`config.mk`:
```
export PLATFORM = sky130hd
export DESIGN_NAME = fadd_arbiter_flat
export DESIGN_NICKNAME = d
export VERILOG_FILES = /design/src/rtl/fadd_arbiter_pkg.sv /design/src/rtl/fadd_arbiter_if.sv /design/src/rtl/fadd_arbiter_rr_arbiter.sv /design/src/rtl/fadd_arbiter.sv /design/src/flat_wrapper.sv
export SDC_FILE = /design/constraint.sdc
export NUM_CORES = 1
export LEC_CHECK = 0
export BUFFER_PORTS_ARGS = -buffer_cell sky130_fd_sc_hd__buf_2
export CAP_MARGIN = 20
export CORE_AREA = 4 4 157 159
export DETAILED_ROUTE_END_ITERATION = 6
export DIE_AREA = 0 0 161 163
export PLACE_DENSITY = 0.68
export SLEW_MARGIN = 20
export SYNTH_ARGS = -nofsm -noshare
export SYNTH_HDL_FRONTEND = slang
export SYNTH_SLANG_ARGS = --single-unit
```
`constraint.sdc`:
```
create_clock -name clk -period 3.3 [get_ports clk]
set_input_delay 0 -clock clk [delete_from_list [all_inputs] [get_ports clk]]
set_output_delay 0 -clock clk [all_outputs]
set_load 0.05 [all_outputs]
```
`src/rtl/fadd_arbiter_pkg.sv`:
```
// Shared types and helpers for the fadd arbiter slice.
package fadd_arb_pkg;

    localparam int FP_SIGN = 31;
    localparam int ID_MAXW = 3;

    typedef struct packed {
        logic [ID_MAXW-1:0] id;
        logic [31:0]        y;
        logic               ovf;
    } rsp_t;

    function automatic int clog2(input int v);
        int r;
        r = 0;
        while ((1 << r) < v) r++;
        return r;
    endfunction

endpackage

```
`src/rtl/fadd_arbiter_if.sv`:
```
// Requester and response handshake bundle between core issue logic and the fadd arbiter.
interface fadd_arbiter_if #(
    parameter int NREQ = 4,
    parameter int IDW  = 2
);
    logic [NREQ-1:0]    req_valid;
    logic [NREQ-1:0]    req_ready;
    logic [NREQ*32-1:0] req_x1;
    logic [NREQ*32-1:0] req_x2;
    logic [NREQ-1:0]    req_sub;
    logic               rsp_valid;
    logic               rsp_ready;
    logic [IDW-1:0]     rsp_id;
    logic [31:0]        rsp_y;
    logic               rsp_ovf;

    modport master (
        output req_valid, req_x1, req_x2, req_sub, rsp_ready,
        input  req_ready, rsp_valid, rsp_id, rsp_y, rsp_ovf
    );

    modport slave (
        input  req_valid, req_x1, req_x2, req_sub, rsp_ready,
        output req_ready, rsp_valid, rsp_id, rsp_y, rsp_ovf
    );
endinterface

```
`src/rtl/fadd_arbiter_rr_arbiter.sv`:
```
// Round-robin picker: first requester at or after ptr, wrapping modulo NREQ.
// Latency: combinational.
// Backpressure: ptr_nxt only advances past the winner when en is high.
module rr_arbiter #(
    parameter int NREQ = 4,
    parameter int IDW  = 2
) (
    input  logic [NREQ-1:0] req,
    input  logic [IDW-1:0]  ptr,
    input  logic            en,
    output logic [NREQ-1:0] grant,
    output logic [IDW-1:0]  grant_idx,
    output logic [IDW-1:0]  ptr_nxt
);
    logic           found;
    logic [IDW-1:0] j;

    // With no request the index rests on ptr so idle operands stay deterministic.
    always_comb begin
        grant     = '0;
        grant_idx = ptr;
        found     = 1'b0;
        j         = '0;
        for (int k = 0; k < NREQ; k++) begin
            j = IDW'((int'(ptr) + k) % NREQ);
            if (!found && req[j]) begin
                found     = 1'b1;
                grant[j]  = 1'b1;
                grant_idx = j;
            end
        end
    end

    assign ptr_nxt = !en ? ptr :
                     (grant_idx == IDW'(NREQ-1)) ? '0 : grant_idx + 1'b1;

endmodule

```
`src/rtl/fadd_arbiter.sv`:
```
// Shares one pipelined fadd among NREQ requesters with round-robin issue and an in-order response FIFO.
// Latency: result visible on rsp_valid LAT+1 cycles after the request handshake.
// Backpressure: issue stalls once RSPQ ops are outstanding; rsp_ready pops the FIFO head.
module fadd_arbiter
    import fadd_arb_pkg::*;
#(
    parameter int NREQ = 4,
    parameter int IDW  = 2,
    parameter int LAT  = 1,
    parameter int RSPQ = 4
) (
    input  logic           clk,
    input  logic           rstn,
    fadd_arbiter_if.slave  bus,
    output logic [31:0]    fadd_x1,
    output logic [31:0]    fadd_x2,
    input  logic [31:0]    fadd_y,
    input  logic           fadd_ovf,
    output logic           busy
);
    localparam int PW = clog2(RSPQ);
    localparam int CW = clog2(RSPQ + 1);

    logic [IDW-1:0]  ptr, ptr_nxt, grant_idx;
    logic [NREQ-1:0] grant;
    logic            can_issue, issue, push, pop;
    logic [CW-1:0]   out_cnt, fifo_cnt;
    logic [PW-1:0]   wptr, rptr;
    logic [31:0]     x1_arr [NREQ];
    logic [31:0]     x2_arr [NREQ];
    logic [31:0]     x2_sel;
    logic [LAT-1:0]  tag_vld;
    logic [IDW-1:0]  tag_id [LAT];
    rsp_t            mem [RSPQ];
    rsp_t            head, push_dat;

    function automatic logic [PW-1:0] wrap_inc(input logic [PW-1:0] p);
        return (p == PW'(RSPQ-1)) ? '0 : p + 1'b1;
    endfunction

    for (genvar i = 0; i < NREQ; i++) begin : g_slice
        assign x1_arr[i] = bus.req_x1[32*i +: 32];
        assign x2_arr[i] = bus.req_x2[32*i +: 32];
    end

    // No same-cycle pop credit: a full outstanding count blocks issue even while popping.
    assign can_issue = (out_cnt < CW'(RSPQ));
    assign issue     = can_issue & (|bus.req_valid);

    rr_arbiter #(.NREQ(NREQ), .IDW(IDW)) u_rr (
        .req       (bus.req_valid),
        .ptr       (ptr),
        .en        (issue),
        .grant     (grant),
        .grant_idx (grant_idx),
        .ptr_nxt   (ptr_nxt)
    );

    assign bus.req_ready = issue ? grant : '0;
    assign fadd_x1       = x1_arr[grant_idx];
    assign x2_sel        = x2_arr[grant_idx];
    assign fadd_x2       = {x2_sel[FP_SIGN] ^ bus.req_sub[grant_idx], x2_sel[FP_SIGN-1:0]};

    always_ff @(posedge clk) begin
        if (!rstn) begin
            ptr     <= '0;
            tag_vld <= '0;
        end else begin
            ptr        <= ptr_nxt;
            tag_vld[0] <= issue;
            for (int s = 1; s < LAT; s++) tag_vld[s] <= tag_vld[s-1];
        end
    end

    always_ff @(posedge clk) begin
        tag_id[0] <= grant_idx;
        for (int s = 1; s < LAT; s++) tag_id[s] <= tag_id[s-1];
    end

    assign push          = tag_vld[LAT-1];
    assign bus.rsp_valid = (fifo_cnt != '0);
    assign pop           = bus.rsp_valid & bus.rsp_ready;

    always_comb begin
        push_dat     = '0;
        push_dat.id  = ID_MAXW'(tag_id[LAT-1]);
        push_dat.y   = fadd_y;
        push_dat.ovf = fadd_ovf;
    end

    always_ff @(posedge clk) begin
        if (push) mem[wptr] <= push_dat;
    end

    always_ff @(posedge clk) begin
        if (!rstn) begin
            wptr     <= '0;
            rptr     <= '0;
            fifo_cnt <= '0;
            out_cnt  <= '0;
        end else begin
            if (push) wptr <= wrap_inc(wptr);
            if (pop)  rptr <= wrap_inc(rptr);
            case ({push, pop})
                2'b10:   fifo_cnt <= fifo_cnt + 1'b1;
                2'b01:   fifo_cnt <= fifo_cnt - 1'b1;
                default: fifo_cnt <= fifo_cnt;
            endcase
            case ({issue, pop})
                2'b10:   out_cnt <= out_cnt + 1'b1;
                2'b01:   out_cnt <= out_cnt - 1'b1;
                default: out_cnt <= out_cnt;
            endcase
        end
    end

    assign head = mem[rptr];

    // Response fields read as zero whenever the FIFO is empty.
    always_comb begin
        bus.rsp_id  = '0;
        bus.rsp_y   = '0;
        bus.rsp_ovf = 1'b0;
        if (bus.rsp_valid) begin
            bus.rsp_id  = IDW'(head.id);
            bus.rsp_y   = head.y;
            bus.rsp_ovf = head.ovf;
        end
    end

    assign busy = (out_cnt != '0);

endmodule

```
`src/flat_wrapper.sv`:
```
// flat-port wrapper written by rule: the top's interface ports become plain ports
module fadd_arbiter_flat import fadd_arb_pkg::*;
#(
    parameter int NREQ = 4,
    parameter int IDW  = 2,
    parameter int LAT  = 1,
    parameter int RSPQ = 4
)
  (clk, rstn, fadd_x1, fadd_x2, fadd_y, fadd_ovf, busy, bus_req_valid, bus_req_x1, bus_req_x2, bus_req_sub, bus_rsp_ready, bus_req_ready, bus_rsp_valid, bus_rsp_id, bus_rsp_y, bus_rsp_ovf);
  fadd_arbiter_if #(.NREQ(NREQ), .IDW(IDW)) bus_i ();
  input  logic clk;
  input  logic rstn;
  output logic [31:0] fadd_x1;
  output logic [31:0] fadd_x2;
  input  logic [31:0] fadd_y;
  input  logic fadd_ovf;
  output logic busy;
  input wire logic [$bits(bus_i.req_valid)-1:0] bus_req_valid;
  input wire logic [$bits(bus_i.req_x1)-1:0] bus_req_x1;
  input wire logic [$bits(bus_i.req_x2)-1:0] bus_req_x2;
  input wire logic [$bits(bus_i.req_sub)-1:0] bus_req_sub;
  input wire logic [$bits(bus_i.rsp_ready)-1:0] bus_rsp_ready;
  output wire logic [$bits(bus_i.req_ready)-1:0] bus_req_ready;
  output wire logic [$bits(bus_i.rsp_valid)-1:0] bus_rsp_valid;
  output wire logic [$bits(bus_i.rsp_id)-1:0] bus_rsp_id;
  output wire logic [$bits(bus_i.rsp_y)-1:0] bus_rsp_y;
  output wire logic [$bits(bus_i.rsp_ovf)-1:0] bus_rsp_ovf;
  assign bus_i.req_valid = bus_req_valid;
  assign bus_i.req_x1 = bus_req_x1;
  assign bus_i.req_x2 = bus_req_x2;
  assign bus_i.req_sub = bus_req_sub;
  assign bus_i.rsp_ready = bus_rsp_ready;
  assign bus_req_ready = bus_i.req_ready;
  assign bus_rsp_valid = bus_i.rsp_valid;
  assign bus_rsp_id = bus_i.rsp_id;
  assign bus_rsp_y = bus_i.rsp_y;
  assign bus_rsp_ovf = bus_i.rsp_ovf;
  fadd_arbiter #(.NREQ(NREQ), .IDW(IDW), .LAT(LAT), .RSPQ(RSPQ)) u_core (.clk(clk), .rstn(rstn), .bus(bus_i), .fadd_x1(fadd_x1), .fadd_x2(fadd_x2), .fadd_y(fadd_y), .fadd_ovf(fadd_ovf), .busy(busy));
endmodule
```
==> summary.txt <==
Floorplan
  – Core box area: 0.02326 sq mm
  – Die X-Extent: between 150 and 200 um
  – Placement Rows: 56
  – Initial core utilization: 0.3746
  – Num ports: approximately 410
  – Die Span Y: 163 um
  – Die area: approximately 0.026 sq mm

Placed design
  – Final HPWL DP: ~22 mm
  – Buffers added on ports: roughly 400
  – Routability cong.: 0.8578
  – Dpl cell area: ~0.012 sq mm

Worst setup path
  – Element type at the critical path end: output port
  – Critical Path Start: u_core.ptr[1]
  – Worst Path Arrival: between 3000 and 4000 ps
  – Crit-path max FO: 16
  – R2r startpoint: u_core.ptr[1]
  – Worst Path Class, Setup: reg2out
  – Startpoint Class: flop
  – Data required, critical path: about 3300 ps

CTS
  – H-tree depth: 4
  – CTS tree: done
  – Root buffer cell: clkbuf_16
  – Clock Latency Late Sink: around 420 ps
  – CTS buffer count: 17
  – Clock buffer depth: 2
  – Clock sink count: 157
  – Worst-path clk slew: ~60 ps

Layout
  – Syn-to-layout area delta: 47.51%
  – Share of cells above drive strength 1: 0.5660
  – Fill cell count: 1951
  – Post-route cell area: 0.01285 sq mm
  – Final nets: approximately 1400

Detailed routing
  – Detail Route Antenna Nets: 0
  – Total Routed Length: around 29 mm
  – Post-DR wirelength/cell: between 20 and 25 um
  – Via Count: around 6800
  – DRC violations left: 0
  – Pre-Repair DR Iteration Count: 5
  – Vias per std cell: between 4 and 5
  – Detailed Route Iter0 Violations: between 300 and 400

Logic synthesis
  – Fraction of registers with async set/reset: 0
  – Synth area leaders: edfxtp_1 (48%), mux2i_1 (22%), mux4_2 (9.6%), dfxtp_1 (3.9%), and2_1 (2.8%)
  – Mapped Area: about 0.0087 sq mm
  – Distinct cells, synth: 40
  – Yosys top cell by area: edfxtp_1
  – Ys flop type: edfxtp_1
  – Seq/Total Area, Yosys: 0.5215
  – Synth warn: 0
  – Post-Syn Area per Cell: ~15 sq um
  – Top cell type's share of synthesized area: 0.4824
  – Post-Syn Nets: 911
  – Synth Register Bits: ~160
  – Mapped Cells: a little under 600
  – Post-synth EDFFs: 140

Global routing
  – GRT overflow: 0
  – Met1 GRT Util: 0.2422
  – Vias in the first global route: around 7000
  – Met2 usage: 0.3787
  – Global-route wire length before repair: between 40 and 50 mm
  – Initial antenna violation count: 5
  – Met3 Use GR: 0.04961
  – GRT busiest layer: met2
  – Largest net degree at the start of global routing: 57
  – GR Util All Layers: 0.2098

Timing
  – Minimum clock period: 3216 ps
  – Slew Limit Fails: 0
  – Worst Tran Pin Value: between 900 and 1000 ps
  – Hold_ws: about 21 ps
  – Setup_tns: 0 ps
  – Setup-violating endpoint count in the final report: 0
  – Final worst path period share: 0.9744
  – RSZ-0062 raised after global routing: yes
  – Final Hold Fails: 0
  – Normalized max-slew margin: 0.3446
  – Post-Route Skew: ~7.3 ps
  – Fmax: a little over 300 MHz

Hold path
  – Hold path start: rstn
  – Hold Path Class: in2reg

Run
  – Max Cap Violations: 0

Power and ir drop
  – VDD IR max: between 0.001 and 0.0015 V
  – Leak: between 0.005 and 0.006 uW
  – Pwr Density: 1288 mW/mm^2

Run status
  – Status: finished, final reports clean
through the flow:
step | power [uW] | utilization | instances | setup slack [ps]
4_1_cts | 16550 | 0.5481 | 1369 | 48.62
3_3_place_gp | 13940 | 0.4998 | 1295 | 260.8
2_1_floorplan | 10800 | - | 593 | -47.67
3_5_place_dp | 14010 | 0.4998 | 1295 | 229.6
6_report | 16560 | 0.5526 | 1374 | 84.42
5_1_grt | 17240 | 0.5526 | 1374 | -16.12
cell usage in the layout, fill, tap and decap left out, types with 13 or more instances in the layout:
cell	n
a21oi_1	14
and2_1	35
buf_12	28
buf_2	377
buf_4	23
clkbuf_16	17
dfxtp_1	13
dlygate4sd3_1	33
edfxtp_1	140
ha_1	15
mux2i_1	119
mux2i_2	75
mux4_2	37
nor2_1	15
final cells by class:
type,count,area (sq um),area share
Inverter,16,60.06,0.004672
Antenna cell,2,5.005,0.0003893
Sequential cell,157,4549,0.3539
Timing Repair Buffer,471,3097,0.2409
Tap cell,319,399.1,0.03105
Clock inverter,10,140.1,0.01090
Multi-Input combinational cell,378,4164,0.3239
Clock buffer,21,440.4,0.03426
metal layers:
metal	share of wire	wire, um
met5	0.00049	14
met4	0.033	948
met3	0.061	1767
met2	0.53	15400
met1	0.37	10670
path summary, 6_finish.rpt:
check	end	slack [ps]	depth (start not counted)
hold reg to reg	u_core.mem[0][33]	490	0
setup reg to reg	u_core.ptr[0]	440	11
setup / recovery	fadd_x2[12]	80	11
hold / removal	u_core.out_cnt[0]	20	3
sequential cells by signal, indices dropped and copies added (netlist names), named ones only:
signal	flops
u_core.tag_id	2
u_core.rptr	2
u_core.push	1
u_core.fifo_cnt	3
u_core.out_cnt	3
u_core.wptr	2
u_core.ptr	2
u_core.mem	140
cell usage after synthesis (8+ instances only):
cell	n
edfxtp_1	140
mux2i_1	195
mux4_2	37
ha_1	16
nand2_1	9
dfxtp_1	17
buf_6	14
xor2_1	8
and2_1	39
nor2_1	15
clkbuf_1	15
a21oi_1	14
inv_1	12
cell families after synthesis:
family | Yosys count | synth area share
muxes | 232 | 0.3196
adders and majority gates | 18 | 0.02757
AOI/OAI and AO/OA | 35 | 0.02570
and+or+nand+nor | 84 | 0.05671
buffers and inverters | 58 | 0.03905
DFF | 157 | 0.5215
xor gates and xnor gates | 9 | 0.009908
worst max-delay path, stage by stage, from the launching register on:
cell       delay, ps
dfxtp_2          330
inv_2             50
ha_4             250
or3b_1           370
a2111o_1         460
nand3b_4         130
xnor2_4          140
buf_12           160
bufbuf_16        320
mux2i_2          250
mux2i_2          100
clkbuf_4         230
power by group:
| group | leakage [uW] | total, uW | internal (uW) | switching, uW |
|---|---|---|---|---|
| registers | 0.00143 | 2590 | 2430 | 162 |
| logic | 0.00374 | 12100 | 4740 | 7320 |
| clock network | 0.000274 | 1910 | 1190 | 723 |
what timing repair did:
| action | 4_1_cts | 5_1_grt |
|---|---|---|
| hold endpoints to repair | 132 | 0 |
| pin swaps | 2 | 2 |
| cloned | 2 | 0 |
| setup buffers | 8 | 3 |
| resized for setup | 17 | 26 |
| setup endpoints to repair | 45 | 47 |
| hold buffers | 33 | 0 |
(Power assumes the default switching activity.)
